[src/rtl/frame_pattern_checker_pkg.sv]
// frame_pattern_checker_pkg: pattern encodings, pixel constants and FSM states shared by checker and generator.
package frame_pattern_checker_pkg;
    typedef enum logic [2:0] {
        PAT_BLACK = 3'b000,
        PAT_WHITE = 3'b001,
        PAT_GRAD  = 3'b010,
        PAT_CHECK = 3'b011
    } pattern_e;
    typedef enum logic [1:0] {ST_IDLE, ST_FRAME, ST_LINE, ST_REPORT} state_e;
    localparam logic [7:0] PIX_BLACK = 8'h00;
    localparam logic [7:0] PIX_WHITE = 8'hFF;
    // Smallest R with R*255 >= dval_high, so the gradient just fits one 8-bit ramp per line.
    function automatic int grad_rep(input int dval_high);
        return (dval_high + 254) / 255;
    endfunction
endpackage

[src/rtl/frame_expected_pix.sv]
// frame_expected_pix: expected pixel for the current cycle, from gradient and checker band counters.
module frame_expected_pix
    import frame_pattern_checker_pkg::*;
#(
    parameter int DVAL_HIGH = 640,
    parameter int ROW_COUNT = 480
) (
    input  logic       clk,
    input  logic       rst,
    input  logic       frame_start,
    input  logic       line_start,
    input  logic       line_end,
    input  logic       pix_valid,
    input  logic [2:0] sel_ref,
    output logic [7:0] exp_pix
);
    localparam int R   = grad_rep(DVAL_HIGH);
    localparam int CBW = (DVAL_HIGH / 8) > 0 ? DVAL_HIGH / 8 : 1;
    localparam int RBH = (ROW_COUNT / 8) > 0 ? ROW_COUNT / 8 : 1;
    logic [15:0] rep, cbc, rbc, rep_e, cbc_e;
    logic [7:0]  grad, grad_e;
    logic [2:0]  cb, cb_e;
    logic [3:0]  rb;
    logic        chk;
    // Column-side counters read as zero on the line-start cycle so its pixel is column 0.
    always_comb begin
        rep_e   = line_start ? '0 : rep;
        cbc_e   = line_start ? '0 : cbc;
        grad_e  = line_start ? '0 : grad;
        cb_e    = line_start ? '0 : cb;
        chk     = (rb >= 4'd8) || (rb[0] ^ cb_e[0]);
        exp_pix = sel_ref == PAT_BLACK ? PIX_BLACK :
                  sel_ref == PAT_WHITE ? PIX_WHITE :
                  sel_ref == PAT_GRAD  ? grad_e :
                  chk ? PIX_WHITE : PIX_BLACK;
    end
    always_ff @(posedge clk) begin
        if (!rst) begin
            rep  <= '0;
            cbc  <= '0;
            rbc  <= '0;
            grad <= '0;
            cb   <= '0;
            rb   <= '0;
        end else begin
            if (pix_valid) begin
                rep  <= rep_e == 16'(R - 1) ? '0 : rep_e + 16'd1;
                grad <= rep_e == 16'(R - 1) ? grad_e + 8'd1 : grad_e;
                cbc  <= cbc_e == 16'(CBW - 1) ? '0 : cbc_e + 16'd1;
                cb   <= (cbc_e == 16'(CBW - 1) && cb_e != 3'd7) ? cb_e + 3'd1 : cb_e;
            end else if (line_start) begin
                rep  <= '0;
                cbc  <= '0;
                grad <= '0;
                cb   <= '0;
            end
            if (frame_start) begin
                rbc <= '0;
                rb  <= '0;
            end else if (line_end) begin
                rbc <= rbc == 16'(RBH - 1) ? '0 : rbc + 16'd1;
                rb  <= (rbc == 16'(RBH - 1) && rb != 4'd8) ? rb + 4'd1 : rb;
            end
        end
    end
endmodule

[config.mk]
export PLATFORM = sky130hd
export DESIGN_NAME = frame_expected_pix
export DESIGN_NICKNAME = d
export VERILOG_FILES = /design/src/rtl/frame_pattern_checker_pkg.sv /design/src/rtl/frame_expected_pix.sv
export SDC_FILE = /design/constraint.sdc
export NUM_CORES = 1
export LEC_CHECK = 0
export BUFFER_PORTS_ARGS = -buffer_cell sky130_fd_sc_hd__clkbuf_2
export CORE_MARGIN = 1
export CORE_UTILIZATION = 25
export DETAILED_ROUTE_END_ITERATION = 10
export PLACE_DENSITY = 0.46
export SLEW_MARGIN = 20
export SYNTH_ARGS = -nofsm -noshare
export SYNTH_HDL_FRONTEND = slang
export SYNTH_SLANG_ARGS = --single-unit
[constraint.sdc]
create_clock -name clk -period 2.8 [get_ports clk]
set_input_delay 0.14 -clock clk [delete_from_list [all_inputs] [get_ports clk]]
set_output_delay 0.14 -clock clk [all_outputs]
set_load 0.02 [all_outputs]
Word-level counts from Yosys, hierarchy flattened
Index checks and enable logic that the tools add are counted.

Bits in registers: 63. Bits of input ports: 9. Output and inout bits: 8. Word-level logic and storage cells: 45.

Add/sub/neg operators: 6. Magnitude comparators: 1. Equal/unequal tests: 7. Muxes and demuxes: 17. Bitwise operators: 2. Reductions and logical operators: 6.

Operators with widths (count): 16-bit two-way mux (7); 8-bit two-way mux (7); 16-bit by 1-bit adder with 16-bit output (second input constant) (3); 16-bit by 2-bit equality test with 1-bit output (second input constant) (1); 16-bit by 6-bit equality test with 1-bit output (second input constant) (1); 16-bit by 7-bit equality test with 1-bit output (second input constant) (1); 3-bit two-way mux (3); 8-bit by 1-bit adder with 8-bit output (second input constant) (1); 4-bit by 1-bit adder with 4-bit output (second input constant) (1); 4-bit >= comparator (second input constant) (1); 4-bit inequality test (second input constant) (1); 3-bit by 1-bit adder with 3-bit output (second input constant) (1); 3-bit by 1-bit equality test with 1-bit output (second input constant) (1); 3-bit by 2-bit equality test with 1-bit output (second input constant) (1); 3-bit logical NOT (1); 3-bit inequality test (second input constant) (1); 1-bit logical AND (2); 2-bit AND reduction (1); 2-bit OR reduction (1); 1-bit logical OR (1); 1-bit inverter (1); 1-bit bitwise XOR (1).

Longest topological paths before layout
Word-level depth: 7. Depth in mapped cells: 10. Gate-level depth less buffers: 8.

Worst setup path before layout
OpenSTA, ideal clock, no wires.

Path type: input port to flip-flop. From: input line_start. To: register cbc[0]. Library setup time: 0.117 ns. Arrival time: 1.896 ns. Data required time: 2.683 ns. Setup slack: 0.786 ns. Stages on the path: 10. Path buffers: 4. Cells stage by stage: clkbuf_1 > buf_2 > clkbuf_1 > nor2b_1 > ha_1 > and4b_1 > nand2_1 > o21ai_1 > buf_2 > nor2_1.

Word-level cells in the longest chain between the ends: 4. Elaborated cells on any way between the ends: 5. Those cells by class: 1 x add/sub; 1 x eq/ne; 3 x mux.

RTL lines: from (decl) (line frame_expected_pix.sv:11) `input logic line_start,`; 16-bit two-way mux *; 16-bit by 1-bit adder with 16-bit output or 16-bit by 7-bit equality test with 1-bit output (tied branches) (line frame_expected_pix.sv:49) `cbc <= cbc_e == 16'(CBW - 1) ? '0 : cbc_e + 16'd1;`; 16-bit two-way mux (line frame_expected_pix.sv:49); 16-bit two-way mux * (line frame_expected_pix.sv:46) `if (pix_valid) begin`; to (signal assigned) (line frame_expected_pix.sv:49); to (decl) (line frame_expected_pix.sv:20) `logic [15:0] rep, cbc, rbc, rep_e, cbc_e;`.

Every way passes the cells marked *; elsewhere a longest branch is shown, timed or not. A chain may end at the register's enable or synchronous reset.

Worst setup path after layout
From: input line_start. To: output exp_pix[5].

Word-level cells in the longest chain between the ends: 7. Elaborated cells on any way between the ends: 8. Those cells by class: 6 x mux; 1 x bitwise; 1 x reduce/logical.

RTL lines: 3-bit two-way mux; 1-bit bitwise XOR (line frame_expected_pix.sv:31) `chk = (rb >= 4'd8) || (rb[0] ^ cb_e[0]);`; 1-bit logical OR (line frame_expected_pix.sv:31); 8-bit two-way mux (line frame_expected_pix.sv:35) `chk ? PIX_WHITE : PIX_BLACK;`; 8-bit two-way mux * (line frame_expected_pix.sv:34) `sel_ref == PAT_GRAD ? grad_e :`; 8-bit two-way mux * (line frame_expected_pix.sv:33) `sel_ref == PAT_WHITE ? PIX_WHITE :`; 8-bit two-way mux * (line frame_expected_pix.sv:32) `exp_pix = sel_ref == PAT_BLACK ? PIX_BLACK :`; to (decl) (line frame_expected_pix.sv:15) `output logic [7:0] exp_pix`.

Marked as above.

==> run summary <==
maximum clock path buffer count: 2
Power per Cell Area: 556.0 nW/um^2
drt drc: 0
Post-synth top flop: dfxtp_1
Pins Over Slew Limit: 0
clock latency on the worst-skew pair: 0.34 ns
#FFs+latches synth: 63
syn nets: 425
Post-synth ARST share: 0%
crit path from: line_start
setup repair bufs after CTS: 0
antenna viol nets, final: 0
vias after detailed routing: 2937
clock network power share: 55.0%
Initial Util: 25.65%
Synth top area share: 37.13%
VDD IR max: 0.3098 mV
drt pass-1 iters: 4
Core ar.: 13240 sq um
Layout Nets: 444
largest cells by area after synthesis: dfxtp_1, xnor2_1, nor2_1
root buffer cell: clkbuf_16
DR iter-0 viols: 212
wire per inst: 13.15 um
worst path required time: 2.66 ns
Mapped Cells: 407
dpl hpwl: 5644 um
number of cells upsized or downsized after cts: 0
Comb pwr share: 4.3%
Seq/Total Area, Yosys: 37.13%
crit path capture: exp_pix[5]
total grt overflow: 0
ratio of cells with drive above 1 in the final layout: 11.14%
H-tree levels: 3
EDFF count, synth: 0
CTS tree: built
status: finished, final reports clean
Arrival @ worst endpoint: 1.99 ns
Reg2Reg Setup Slack: 0.70 ns
vias in the first global route: 2709
sequential share of power: 40.7%
Cell Area, Synth: 3397 sq um
port bufs: 16
RSZ-0062 raised after global routing: no
max-slew headroom at the worst pin: 51.02%
Startpoint Class: primary input
setup TNS: 0 ns
Setup CP Type: in -> out
CTS buffer count: 9
Mean Syn Cell Area: 8.346 sq um
GPL Wtd Cong: 0.7608
filler cell count: 1422
number of distinct library cells after synthesis: 55
Psw: 0.4873 mW
crit-path max FO: 20
largest net degree at the start of global routing: 21
P&R area growth vs syn: 17.72%
initial antenna violation count: 0
Clock Skews: 0.009082 ns
top cell type by total area after synthesis: dfxtp_1
non-filler instance count after layout: 607
Clock Sinks: 63
slew of the pin with the lowest slew margin: 0.7347 ns
first-pass GRT wire length: 13370 um
Setup crit end kind: output pin
Clk pin slew, worst setup/hold paths: 0.06 ns
Row Count: 42
leak pwr: 1.338 nW
switch share: 21.92%
crit path time final: 2.126 ns
Placed Instances: 591
Horiz. Die Dim: 118.6 um
DR vias/cell: 4.839
height of the chip: 118.6 um
Worst R2R Path Depth: 4
Fin. Hold Viols: 0
total wire length: 7981 um
number of top-level pins: 17
count leader, synth: dfxtp_1
Die ar.: 14060 sq um
Max Fclk: 470.4 MHz
WHS Path Cells: 3
Total GRT Usage: 12.21%
hold_buf cts: 0
Max-Cap Viols: 0
warnings from Yosys: 0
Final period util: 75.92%
worst reg2reg startpoint: rep[14]
FF-to-FF End: grad[6]
top cells by count, synth: dfxtp_1, nor2_1, nand2_1
endpoints failing setup: 0
Power Internal: 1.736 mW
Hold Path Class: in -> reg
antenna cells: 0
power groups by stage:
stage | logic [mW] | clock network (mW) | registers [mW]
floorplan | 0.0611 | 0 | 0.923
global placement | 0.0968 | 0 | 0.923
detailed placement | 0.0981 | 0 | 0.924
CTS | 0.0984 | 1.25 | 0.904
global route | 0.107 | 1.29 | 0.904
finish | 0.0966 | 1.22 | 0.904
layout make-up:
cell class / count / area (sq um) / share of cell area, %
clock inverter: 5 / 81.33 / 2.034
sequential: 63 / 1261 / 31.54
clock buffer: 11 / 242.7 / 6.070
multi-input combinational: 312 / 2001 / 50.03
inverter: 18 / 67.56 / 1.690
tap: 176 / 220.2 / 5.507
timing repair buffer: 22 / 125.1 / 3.129
critical path: stages:
cell      delay (ns)
clkbuf_2        0.26
buf_4           0.26
nor2b_1         0.24
xnor2_1         0.10
a21oi_1         0.58
o21bai_1        0.22
clkbuf_2        0.19
per-layer routing:
layer	part of all wire, %	vias up	wire length (um)	track usage [%]
met5	0	-	0	0
met3	4.0	8	323	3.571
met2	42	53	3371	17.43
li1	-	1518	-	-
met4	1.5	0	123	5.222
met1	52	1358	4163	16.87
state kept, by name, summed over array words and instances (netlist names):
register,count
grad,8
cbc,16
rep,16
rb,4
cb,3
rbc,16
worst min-delay path by stage:
stage,startpoint,to,slack (ns)
global placement,rb[2],rb[2],0.49
global route,frame_start,rb[2],0.21
detailed placement,grad[7],grad[7],0.49
finish,frame_start,rb[2],0.18
floorplan,rst,cbc[2],0.33
CTS,frame_start,rb[2],0.19
layout by cell type, fill, tap and decap left out, drive strengths merged, types with 10 or more instances in the layout:
cell,count
dfxtp,63
nor2,42
nand2,30
clkbuf,27
xnor2,26
a21oi,22
nand3,21
inv,18
nor2b,16
nor3,16
nand4,15
o21ai,14
nor4,12
or3,10
per-stage QoR:
| stage | power [mW] | utilization, % | setup slack (ns) | cell area, sq um | hold slack, ns |
|---|---|---|---|---|---|
| 6_report | 2.223 | 30.20 | 0.6742 | 3999 | 0.1845 |
| 5_1_grt | 2.305 | 30.20 | 0.4799 | 3999 | 0.2089 |
| 4_1_cts | 2.249 | 30.20 | 0.6606 | 3999 | 0.1867 |
| 3_5_place_dp | 1.022 | 27.75 | 0.6617 | 3675 | 0.4895 |
| 3_3_place_gp | 1.020 | 27.75 | 0.6723 | 3675 | 0.4873 |
| 2_1_floorplan | 0.9837 | - | 0.7864 | 3397 | 0.3300 |
cells by family after synthesis:
family | after synthesis | synth area share, %
AND/OR/NAND/NOR | 196 | 32.19
AO/OA/AOI/OAI | 69 | 13.41
flip-flops | 63 | 37.13
XOR/XNOR | 33 | 8.508
buffers and inverters | 32 | 3.978
adder cells (fa/ha/maj) | 9 | 3.315
multiplexers | 5 | 1.473
(Power assumes the default switching activity.)
